**config.mk**
```make
export PLATFORM = sky130hd
export DESIGN_NAME = channel_rx_cdr_slicer
export DESIGN_NICKNAME = d
export VERILOG_FILES = /design/src/rtl/channel_rx_cdr_slicer.sv
export SDC_FILE = /design/constraint.sdc
export NUM_CORES = 1
export LEC_CHECK = 0
export CAP_MARGIN = 20
export CORE_UTILIZATION = 30
export DETAILED_ROUTE_END_ITERATION = 12
export HOLD_SLACK_MARGIN = 0.03
export PLACE_DENSITY = 0.54
export SYNTH_ARGS = -nofsm -noshare
export SYNTH_HDL_FRONTEND = slang
export SYNTH_SLANG_ARGS = --single-unit
export TNS_END_PERCENT = 100
```
**constraint.sdc**
```tcl
create_clock -name Sample_CLK -period 5.6 [get_ports Sample_CLK]
set_input_delay 1.12 -clock Sample_CLK [delete_from_list [all_inputs] [get_ports Sample_CLK]]
set_output_delay 1.12 -clock Sample_CLK [all_outputs]
set_load 0.005 [all_outputs]
```
**src/rtl/channel_rx_cdr_slicer.sv**
```systemverilog
// Oversampled receiver: 1-tap high-boost EQ, slicer, and bang-bang phase picker
// selecting one of N sample phases per UI, with vote filtering and lock detection.
module channel_rx_cdr_slicer #(
    parameter int N          = 10,
    parameter int DW         = 12,
    parameter int THRESH     = 2048,
    parameter int EQ_EN      = 1,
    parameter int EQ_SHIFT   = 1,
    parameter int VOTE       = 4,
    parameter int LOCK_EDGES = 8,
    parameter int PHASE_INIT = N / 2
) (
    input  logic                 Sample_CLK,
    input  logic                 Rst,
    input  logic [DW-1:0]        Sample_in,
    input  logic                 Sample_valid,
    output logic                 Data_out,
    output logic                 Data_valid,
    output logic [$clog2(N)-1:0] Phase_out,
    output logic                 Locked
);
    localparam int PW = $clog2(N);
    localparam int EW = DW + EQ_SHIFT + 2;
    localparam int SW = PW + 2;
    localparam int AW = $clog2(VOTE + 1) + 1;
    localparam int LW = $clog2(LOCK_EDGES + 1);

    localparam logic [PW-1:0]        LAST     = PW'(N - 1);
    localparam logic signed [EW-1:0] THR_S    = EW'(THRESH);
    localparam logic signed [SW-1:0] N_S      = SW'(N);
    localparam logic signed [SW-1:0] HALF_S   = SW'(N / 2);
    localparam logic signed [SW-1:0] ONE_S    = SW'(1);
    localparam logic signed [AW-1:0] VOTE_S   = AW'(VOTE);
    localparam logic signed [AW-1:0] ACC_ONE  = AW'(1);
    localparam logic [LW-1:0]        LOCK_MAX = LW'(LOCK_EDGES);

    typedef enum logic [1:0] {STEP_NONE, STEP_UP, STEP_DN} step_t;

    logic [PW-1:0]        cnt_q, cnt_d, cnt1_q, cnt1_d, cnt2_q, cnt2_d;
    logic [DW-1:0]        x_r_q, x_r_d, x_prev_q, x_prev_d;
    logic                 b2_q, b2_d, b2_prev_q, b2_prev_d;
    logic                 dout_q, dout_d, dvalid_q, dvalid_d, locked_q, locked_d;
    logic [PW-1:0]        phase_q, phase_d;
    logic signed [AW-1:0] acc_q, acc_d, acc_nxt;
    step_t                pend_q, pend_d;
    logic [LW-1:0]        lockcnt_q, lockcnt_d;

    logic signed [EW-1:0] x_s, xp_s, diff_s, eq_s;
    logic signed [SW-1:0] tgt_s, err_s;
    logic                 edge_seen, err_near;

    always_comb begin
        cnt_d     = cnt_q;
        cnt1_d    = cnt1_q;
        cnt2_d    = cnt2_q;
        x_r_d     = x_r_q;
        x_prev_d  = x_prev_q;
        b2_d      = b2_q;
        b2_prev_d = b2_prev_q;
        dout_d    = dout_q;
        dvalid_d  = 1'b0;
        locked_d  = locked_q;
        phase_d   = phase_q;
        acc_d     = acc_q;
        acc_nxt   = acc_q;
        pend_d    = pend_q;
        lockcnt_d = lockcnt_q;

        x_s    = $signed({{(EW-DW){1'b0}}, x_r_q});
        xp_s   = $signed({{(EW-DW){1'b0}}, x_prev_q});
        diff_s = x_s - xp_s;
        eq_s   = (EQ_EN != 0) ? x_s + (diff_s <<< EQ_SHIFT) : x_s;

        // Ideal decision point sits half a UI from the observed edge; error is
        // wrapped so that exactly half a UI away counts as a down vote.
        tgt_s = $signed({2'b00, cnt2_q}) + HALF_S;
        if (tgt_s >= N_S) tgt_s = tgt_s - N_S;
        err_s = tgt_s - $signed({2'b00, phase_q});
        if (err_s >= HALF_S) err_s = err_s - N_S;
        else if (err_s < -HALF_S) err_s = err_s + N_S;

        edge_seen = (b2_q != b2_prev_q);
        err_near  = (err_s >= -ONE_S) && (err_s <= ONE_S);

        if (Sample_valid) begin
            cnt_d     = (cnt_q == LAST) ? '0 : cnt_q + PW'(1);
            x_r_d     = Sample_in;
            x_prev_d  = x_r_q;
            cnt1_d    = cnt_q;
            b2_d      = (eq_s >= THR_S);
            b2_prev_d = b2_q;
            cnt2_d    = cnt1_q;

            if (cnt2_q == phase_q) begin
                dout_d   = b2_q;
                dvalid_d = 1'b1;
            end

            // Steps land only at the UI boundary so the decision compare above
            // always sees the phase that was in force for this sample.
            if (cnt2_q == LAST && pend_q != STEP_NONE) begin
                if (pend_q == STEP_UP) phase_d = (phase_q == LAST) ? '0 : phase_q + PW'(1);
                else                   phase_d = (phase_q == '0) ? LAST : phase_q - PW'(1);
                pend_d = STEP_NONE;
            end

            if (edge_seen) begin
                if (err_s[SW-1])       acc_nxt = acc_q - ACC_ONE;
                else if (err_s != '0)  acc_nxt = acc_q + ACC_ONE;
                if (acc_nxt == VOTE_S) begin
                    pend_d = STEP_UP;
                    acc_d  = '0;
                end else if (acc_nxt == -VOTE_S) begin
                    pend_d = STEP_DN;
                    acc_d  = '0;
                end else begin
                    acc_d = acc_nxt;
                end

                if (err_near) begin
                    if (lockcnt_q != LOCK_MAX) lockcnt_d = lockcnt_q + LW'(1);
                    locked_d = (lockcnt_d == LOCK_MAX);
                end else begin
                    lockcnt_d = '0;
                    locked_d  = 1'b0;
                end
            end
        end
    end

    always_ff @(posedge Sample_CLK or posedge Rst) begin
        if (Rst) begin
            cnt_q     <= '0;
            cnt1_q    <= '0;
            cnt2_q    <= '0;
            x_r_q     <= '0;
            x_prev_q  <= '0;
            b2_q      <= 1'b0;
            b2_prev_q <= 1'b0;
            dout_q    <= 1'b0;
            dvalid_q  <= 1'b0;
            locked_q  <= 1'b0;
            phase_q   <= PW'(PHASE_INIT);
            acc_q     <= '0;
            pend_q    <= STEP_NONE;
            lockcnt_q <= '0;
        end else begin
            cnt_q     <= cnt_d;
            cnt1_q    <= cnt1_d;
            cnt2_q    <= cnt2_d;
            x_r_q     <= x_r_d;
            x_prev_q  <= x_prev_d;
            b2_q      <= b2_d;
            b2_prev_q <= b2_prev_d;
            dout_q    <= dout_d;
            dvalid_q  <= dvalid_d;
            locked_q  <= locked_d;
            phase_q   <= phase_d;
            acc_q     <= acc_d;
            pend_q    <= pend_d;
            lockcnt_q <= lockcnt_d;
        end
    end

    assign Data_out   = dout_q;
    assign Data_valid = dvalid_q;
    assign Phase_out  = phase_q;
    assign Locked     = locked_q;

endmodule
```
; ---- Word-level counts from Yosys, hierarchy flattened
; Cells that the tools add are included.
[totals]
ram_bits = 0
latchBits = 0
mem_count = 0
wordCells = 76
reg_bits = 55
out_inout_bits = 7
rom_bits = 0
[op_classes]
n_bitwise = 0
muxes = 25
reduce_logical = 8
div = 0
addsub = 13
n_lt_le_gt_ge = 6
shifts = 0
mul = 0
n_eq_ne = 10
[ops]
columns = operator, count
row1 = 4-bit 2-to-1 mux, 15
row2 = 4-bit equality test (second input constant), 5
row3 = 6-bit 2-to-1 mux, 3
row4 = 13-bit by 14-bit adder with 15-bit output, 1
row5 = 15-bit by 13-bit >= comparator with 1-bit output (second input constant), 1
row6 = 12-bit by 12-bit subtractor with 13-bit output, 1
row7 = 4-bit by 1-bit adder with 4-bit output (second input constant), 3
row8 = 2-bit 2-to-1 mux, 4
row9 = 6-bit by 5-bit adder with 6-bit output (second input constant), 1
row10 = 6-bit by 1-bit >= comparator with 1-bit output (second input constant), 1
row11 = 6-bit by 4-bit >= comparator with 1-bit output (second input constant), 1
row12 = 6-bit by 2-bit less-or-equal comparator with 1-bit output (second input constant), 1
row13 = 6-bit by 4-bit < comparator with 1-bit output (second input constant), 1
row14 = 2-bit AND reduction, 3
row15 = 6-bit nonzero test, 1
row16 = 5-bit by 4-bit subtractor with 6-bit output (second input constant), 1
row17 = 6-bit by 5-bit subtractor with 6-bit output, 1
row18 = 6-bit by 5-bit subtractor with 6-bit output (second input constant), 1
row19 = 4-bit by 3-bit adder with 5-bit output (second input constant), 1
row20 = 5-bit by 4-bit >= comparator with 1-bit output (second input constant), 1
row21 = 4-bit by 2-bit adder with 4-bit output (second input constant), 1
row22 = 4-bit by 3-bit equality test with 1-bit output (second input constant), 1
row23 = 4-bit equality test, 1
row24 = 4-bit zero test, 1
row25 = other kinds (8), 11

; ---- Longest topological paths before layout
; Gate-level depths: netlist of run 1.
[depth]
ltp_word = 16
depth_mapped = 22
ltp_nobuf = 20

; ---- Worst setup path after synthesis of run 1
; OpenSTA, ideal clock, no wires.
[synth_timing]
path_kind = register -> register
from = register cnt2_q[1]
to = register pend_q[0]
t_arrival_ps = 5405
path_stages_with_launch = 22
n_path_buf = 2
required_time_ps = 5472
setup_slack_ps = 68
cell_sequence = dfrtp_1 -> buf_2 -> inv_1 -> ha_1 -> nand2_2 -> a311oi_4 -> nor2_1 -> nor2_1 -> o22ai_1 -> ha_1 -> and3b_1 -> o21a_1 -> or4b_1 -> mux2i_4 -> nor2_2 -> a311o_1 -> a211o_1 -> or4b_1 -> buf_2 -> mux2_4 -> o211ai_2 -> mux2_1
[synth_via]
elab_chain_len = 16
[synth_lines]
columns = item, line
row1 = from (decl), 39  ; logic [PW-1:0] cnt_q, cnt_d, cnt1_q, cnt1_d, cnt2_q, cnt2_d;
row2 = from (signal assigned), 150  ; cnt2_q <= cnt2_d;
row3 = 4-bit by 3-bit adder with 5-bit output, 76  ; tgt_s = $signed({2'b00, cnt2_q}) + HALF_S;
row4 = 5-bit by 4-bit subtractor with 6-bit output or 5-bit by 4-bit >= comparator with 1-bit output (tied branches), 77  ; if (tgt_s >= N_S) tgt_s = tgt_s - N_S;
row5 = 6-bit 2-to-1 mux, 77
row6 = 6-bit by 5-bit subtractor with 6-bit output, 78  ; err_s = tgt_s - $signed({2'b00, phase_q});
row7 = 6-bit by 5-bit adder with 6-bit output or 6-bit by 4-bit < comparator with 1-bit output (tied branches), 80  ; else if (err_s < -HALF_S) err_s = err_s + N_S;
row8 = 6-bit 2-to-1 mux, 80
row9 = 6-bit 2-to-1 mux, 79  ; if (err_s >= HALF_S) err_s = err_s - N_S;
row10 = 6-bit nonzero test, 109  ; else if (err_s != '0) acc_nxt = acc_q + ACC_ONE;
row11 = 4-bit 2-to-1 mux, 109
row12 = 4-bit 2-to-1 mux, 108  ; if (err_s[SW-1]) acc_nxt = acc_q - ACC_ONE;
row13 = 4-bit 2-to-1 mux, 107  ; if (edge_seen) begin
row14 = 4-bit 2-to-1 mux, 85  ; if (Sample_valid) begin
row15 = 4-bit by 3-bit equality test with 1-bit output, 113  ; end else if (acc_nxt == -VOTE_S) begin
row16 = 2-bit 2-to-1 mux, 113
row17 = 2-bit 2-to-1 mux, 110  ; if (acc_nxt == VOTE_S) begin
row18 = 2-bit 2-to-1 mux *, 107
row19 = to (signal assigned), 160  ; pend_q <= pend_d;
row20 = to (decl), 45  ; step_t pend_q, pend_d;
; Mark *: on every way between the ends. The rest lies on a longest branch, timed or not. The select of a mux whose other input is x is not followed.
; A chain may end at the register's enable or synchronous reset.

; ---- Worst setup path in the final report of run 1
; Same ends and word-level chain as after synthesis.

==> reports/qor.yml, run 1 <==
synthesis:
  ys.warnings.count: 0
  syn_nets: 521
  synthArstFlopShare_pct: 100
  netlist_top_cells_count: "53 x dfrtp_1, 46 x nand2_1, 40 x o21ai_0, 39 x inv_1, 37 x ha_1"
  synth.avg_cell_area_sq_um: 9.12
  synth_cells: 466
  syn_area_sq_mm: 0.00425
  synth_top_cell_by_area: "dfrtp_1"
  synth-edff-count: 0
  ys_seq_elements: 55
  ys_types: 79
  yosysTopAreaCellShare_pct: 31.2
  yosysMostFrequentCell: "dfrtp_1"
  ys_seq_area_share_pct: 32.4
  synth_flop_cell: "dfrtp_1"
  yosys-top-cells-area: "dfrtp_1 31%, ha_1 11%, mux2_2 5.0%, o21ai_0 4.7%, nand2_1 4.1%"
worst_setup_path:
  worstPathRequired_ns: 5.78
  cp.arrival_ns: 5.53
  crit_type: "register to register"
  cp_top_family: "simple AND/OR/NAND/NOR gates"
  crit_path_max_incr_delay_ns: 0.59
  path_common_cell: "ha_1"
  worst-path-stages: 18
  critPathCaptureType: "register"
  path_buf_inv: 2
  start_kind: "register"
  cpMaxStageDelayCell: "or4b_4"
  reg2reg_depth: 18
  cp_max_fo: 8
  worstPathCellList: "buf_4 -> ha_1 -> buf_4 -> xor2_1 -> ha_1 -> o22ai_1 -> ha_1 -> and3b_1 -> o21a_1 -> or4b_1 -> mux2i_4 -> nor2_2 -> a311o_1 -> a211o_1 -> or4b_4 -> mux2_4 -> o211ai_2 -> mux2_1"
sta:
  rsz0062_at_grt: "false"
  finClkSkew_ns: 0.00756
  period_share_pct: 95.5
  worstMarginPinSlew_ns: 0.837
  min_period_ns: 5.35
  finalSetupTns_ns: 0
  fmax_mhz: 187
  maxSlewHeadroom_pct: 44.2
  hold_viol: 0
  setup_ws_ns: 0.249
  finalMaxSlewViolations: 0
  setup-violations-final: 0
finish:
  n_fill_cell: 1428
  layout-area-overhead-vs-synth_pct: 14.7
  final_layout_size_suffix_gt1_share_pct: 11.2
  design.final.nets: 545
  antenna_cells: 0
  final_util_pct: 35.3
  finalNonFillerCells: 671
flow_run:
  cap_viol_max_count: 0
floorplanning:
  core-area_sq_mm: 0.0138
  die_area_sq_mm: 0.0147
  dieWidth_microns: 121
  io-pin-count: 22
  row_count: 43
  start_util_pct: 30.7
  die_h_microns: 121
global_routing:
  overflow: 0
  antenna_found_initial: 0
  grt_pass1_vias: 3380
  grtUsageTotal_pct: 12.7
  grt_max_degree: 56
  grt_pass1_wl_microns: 15200
cts:
  clk_path_buf_depth: 2
  postCtsHoldBufs: 0
  clkTransAtPathRegs_ns: 0.07
  clock-sinks: 55
  cts_buffers: 5
  clk-insertion-delay-late_ns: 0.29
  h-tree-depth: 2
  cts_tree: "built"
  cts_root_buf: "clkbuf_16"
place:
  pre_cts_slack_ns: 0.148
  hpwl_microns: 6390
  gp_congestion: 0.834
  dp_cells: 662
  port_buffers: 21
detailed_routing:
  wire_per_inst_microns: 12.8
  drt-initial-drc-count: 172
  drt-pass1-iter-count: 4
  wl_microns: 8590
  vias: 3433
  drc: 0
  drt-vias-per-instance: 5.12
  antenna_left: 0
min_path:
  whs_path_depth: 2
  min_path_type: "register to register"
outcome:
  run_status: "finished clean"
## worst paths after layout
kind,from,endpoint,slack [ns]
hold reg to reg,cnt1_q[1],cnt2_q[1],0.48
setup / recovery,cnt2_q[1],pend_q[0],0.25
hold / removal,cnt1_q[1],cnt2_q[1],0.48
max in group asynchronous,Rst,cnt_q[0],3.77
setup reg to reg,cnt2_q[1],pend_q[0],0.25
min in group asynchronous,Rst,Locked,1.33
## timing repair
action | 4_1_cts | 5_1_grt
hold endpoints to repair | 0 | 0
setup buffers | 0 | 1
setup endpoints to repair | 0 | 4
resized for setup | 0 | 3
## state kept, by name (all words and copies together) (netlist names)
register and flops:
Data_out 1, b2_prev_q 1, x_prev_q 12, Phase_out 4
lockcnt_q 4, cnt1_q 4, x_r_q 12, cnt_q 4
b2_q 1, Locked 1, pend_q 2, acc_q 4
Data_valid 1, cnt2_q 4
## per-layer routing
metal | track usage, % | vias up | share of wire (%)
li1 | - | 1719 | -
met1 | 16.2 | 1653 | 48
met2 | 21.7 | 49 | 47
met3 | 2.30 | 12 | 2.8
met4 | 3.55 | 0 | 1.4
met5 | 0 | - | 0
## tightest hold or removal path, stage by stage (launching register included)
cell and delay, ns:
dfrtp_1 0.34, nand2_1 0.05, o21ai_0 0.06
## cell families after synthesis
| logic type | Yosys count | synth area share, % |
|---|---|---|
| buffers and inverters | 56 | 5.39 |
| AO/OA/AOI/OAI | 130 | 21.7 |
| flip-flops | 55 | 32.4 |
| multiplexers | 26 | 7.12 |
| adder cells (fa/ha/maj) | 40 | 12.3 |
| XOR/XNOR | 24 | 4.94 |
| AND/OR/NAND/NOR | 135 | 16.1 |
## final cells by class
cell class	instances	area [sq um]	area share [%]
Multi-Input combinational cell	355	2660	54.6
Sequential cell	55	1380	28.3
Timing Repair Buffer	34	303	6.21
Tap cell	180	225	4.62
Inverter	39	146	3.00
Clock buffer	7	133	2.72
Clock inverter	1	30.0	0.616
## through the flow
stage | cell area, sq um | hold WS [ns]
6_report | 4880 | 0.485
5_1_grt | 4880 | 0.514
4_1_cts | 4850 | 0.488
3_5_place_dp | 4690 | 0.472
3_3_place_gp | 4690 | 0.480
2_1_floorplan | 4250 | 0.449
## cells in the final DEF, fill, tap and decap left out, drive strengths merged, types with 4 or more instances in the layout
cell type / n
o22ai: 4
o31ai: 5
o211ai: 4
clkdlybuf4s50: 20
nand3b: 5
nor2: 28
a21o: 9
mux2: 21
ha: 37
o21ai: 41
nor4: 4
a21oi: 13
nor3: 6
dfrtp: 53
xnor2: 17
nand2b: 4
nand2: 47
and2: 4
a31oi: 4
xor2: 7
buf: 14
nor2b: 10
mux2i: 5
o21a: 11
inv: 39
nand3: 5
clkbuf: 7
Power of run 1 is not shown: default switching activity piles up to over one toggle a cycle in this logic, so the estimate is an artifact.
==> run 2: changes to the inputs <==
Settings changed: SLEW_MARGIN from default to 15.
==> results of run 2 <==
No change in the layout: final DEF, timing and power equal those of run 1.
Power of run 2 is left out for the same reason.
==> run 3: changes to the inputs <==
Settings changed: MAX_ROUTING_LAYER from default to met4.
==> reports/qor.yml, run 3 (synthesis results as in run 1) <==
cts:
  cts_buffers: 5
  clk-insertion-delay-late_ns: 0.29
  postCtsHoldBufs: 0
  clk_path_buf_depth: 2
  cts_root_buf: "clkbuf_16"
  cts_tree: "built"
  h-tree-depth: 2
  clkTransAtPathRegs_ns: 0.07
  clock-sinks: 55
worst_setup_path:
  start_kind: "register"
  crit_type: "register to register"
  crit_start: "cnt2_q[1]"
  cp_max_fo: 8
  critPathCaptureType: "register"
  r2r-start: "cnt2_q[1]"
  reg2reg_depth: 18
  cp.arrival_ns: 5.50
  worstPathRequired_ns: 5.77
global_routing:
  grtUsageTotal_pct: 12.8
  overflow: 0
  grt_max_degree: 56
  met2_usage_pct: 21.5
  busiest_layer: "met2"
  grt_pass1_wl_microns: 15000
  grt_use_met3_pct: 1.79
  grt_pass1_vias: 3346
  antenna_found_initial: 0
  grtUsageMet1_pct: 15.9
min_path:
  min_path_type: "register to register"
  hp-start: "cnt_q[0]"
  whs_path_depth: 1
detailed_routing:
  antenna_left: 0
  vias: 3409
  wl_microns: 8630
  drc: 0
  drt-pass1-iter-count: 5
  drt-initial-drc-count: 196
  drt-vias-per-instance: 5.07
  wire_per_inst_microns: 12.8
sta:
  finalMaxSlewViolations: 0
  setup-violations-final: 0
  period_share_pct: 95.1
  min_period_ns: 5.33
  rsz0062_at_grt: "false"
  fmax_mhz: 188
  worstMarginPinSlew_ns: 0.857
  finClkSkew_ns: 0.00764
  maxSlewHeadroom_pct: 42.8
  finalSetupTns_ns: 0
  hold_viol: 0
floorplanning:
  core-area_sq_mm: 0.0138
  die_h_microns: 121
  die_area_sq_mm: 0.0147
  start_util_pct: 30.7
  dieWidth_microns: 121
  row_count: 43
  io-pin-count: 22
finish:
  layout-area-overhead-vs-synth_pct: 15.5
  reg.largest.list: "x_prev_q: 12 flops, x_r_q: 12 flops"
  design.final.nets: 546
  final_common_cell: "dfrtp_1"
  antenna_cells: 0
  final_layout_size_suffix_gt1_share_pct: 11.8
  layout_common_cells: "53 x dfrtp_1, 46 x nand2_1, 40 x o21ai_0"
place:
  gp_congestion: 0.846
  hpwl_microns: 6430
  port_buffers: 21
flow_run:
  cap_viol_max_count: 0
outcome:
  run_status: "finished clean"
run 3: layer usage:
layer	vias up	share of wire, %
li1	1719	-
met1	1632	48
met2	44	48
met3	14	2.3
met4	0	1.8
met5	-	0
run 3: worst max-delay path, cell delays in order (launching register included):
cell and delay (ns):
dfrtp_1 0.38, buf_4 0.17, ha_1 0.22, buf_4 0.18, xor2_1 0.16, ha_1 0.31, o22ai_1 0.19, ha_1 0.29
and3b_1 0.23, o21a_1 0.22, or4b_4 0.50, mux2i_4 0.17, nor2_2 0.06, a311o_1 0.36, a211o_1 0.32, or4b_4 0.59
mux2_4 0.34, o211ai_4 0.20, mux2_1 0.34
run 3: final timing paths:
kind / endpoint / slack (ns)
max: pend_q[0] / 0.27
min: cnt_q[0] / 0.49
max reg2reg: pend_q[0] / 0.27
min reg2reg: cnt_q[0] / 0.49
max in group asynchronous: cnt_q[1] / 3.79
min in group asynchronous: lockcnt_q[2] / 1.34
run 3: timing repair:
item / CTS / global route
setup endpoints to repair: 0 / 4
gates resized for setup: 0 / 6
setup buffers: 0 / 3
run 3: stage by stage:
stage | std cells | utilization [%] | hold WS [ns] | instance area (sq um) | worst slack (ns)
5_1_grt | 672 | 35.5 | 0.533 | 4910 | 0.0137
3_5_place_dp | 661 | 33.9 | 0.478 | 4680 | 0.126
6_report | 672 | 35.5 | 0.485 | 4910 | 0.273
3_3_place_gp | 661 | 33.9 | 0.480 | 4680 | 0.234
4_1_cts | 669 | 35.0 | 0.491 | 4840 | 0.0929
2_1_floorplan | 466 | - | 0.449 | 4250 | 0.0679
run 3: layout make-up:
type	count	area, sq um
timing repair buffer	35	310
fill	1404	8920
clock buffer	7	133
clock inverter	1	30.0
multi-input combinational	355	2690
inverter	39	146
sequential	55	1380
tap	180	225
Power of run 3 is left out for the same reason.
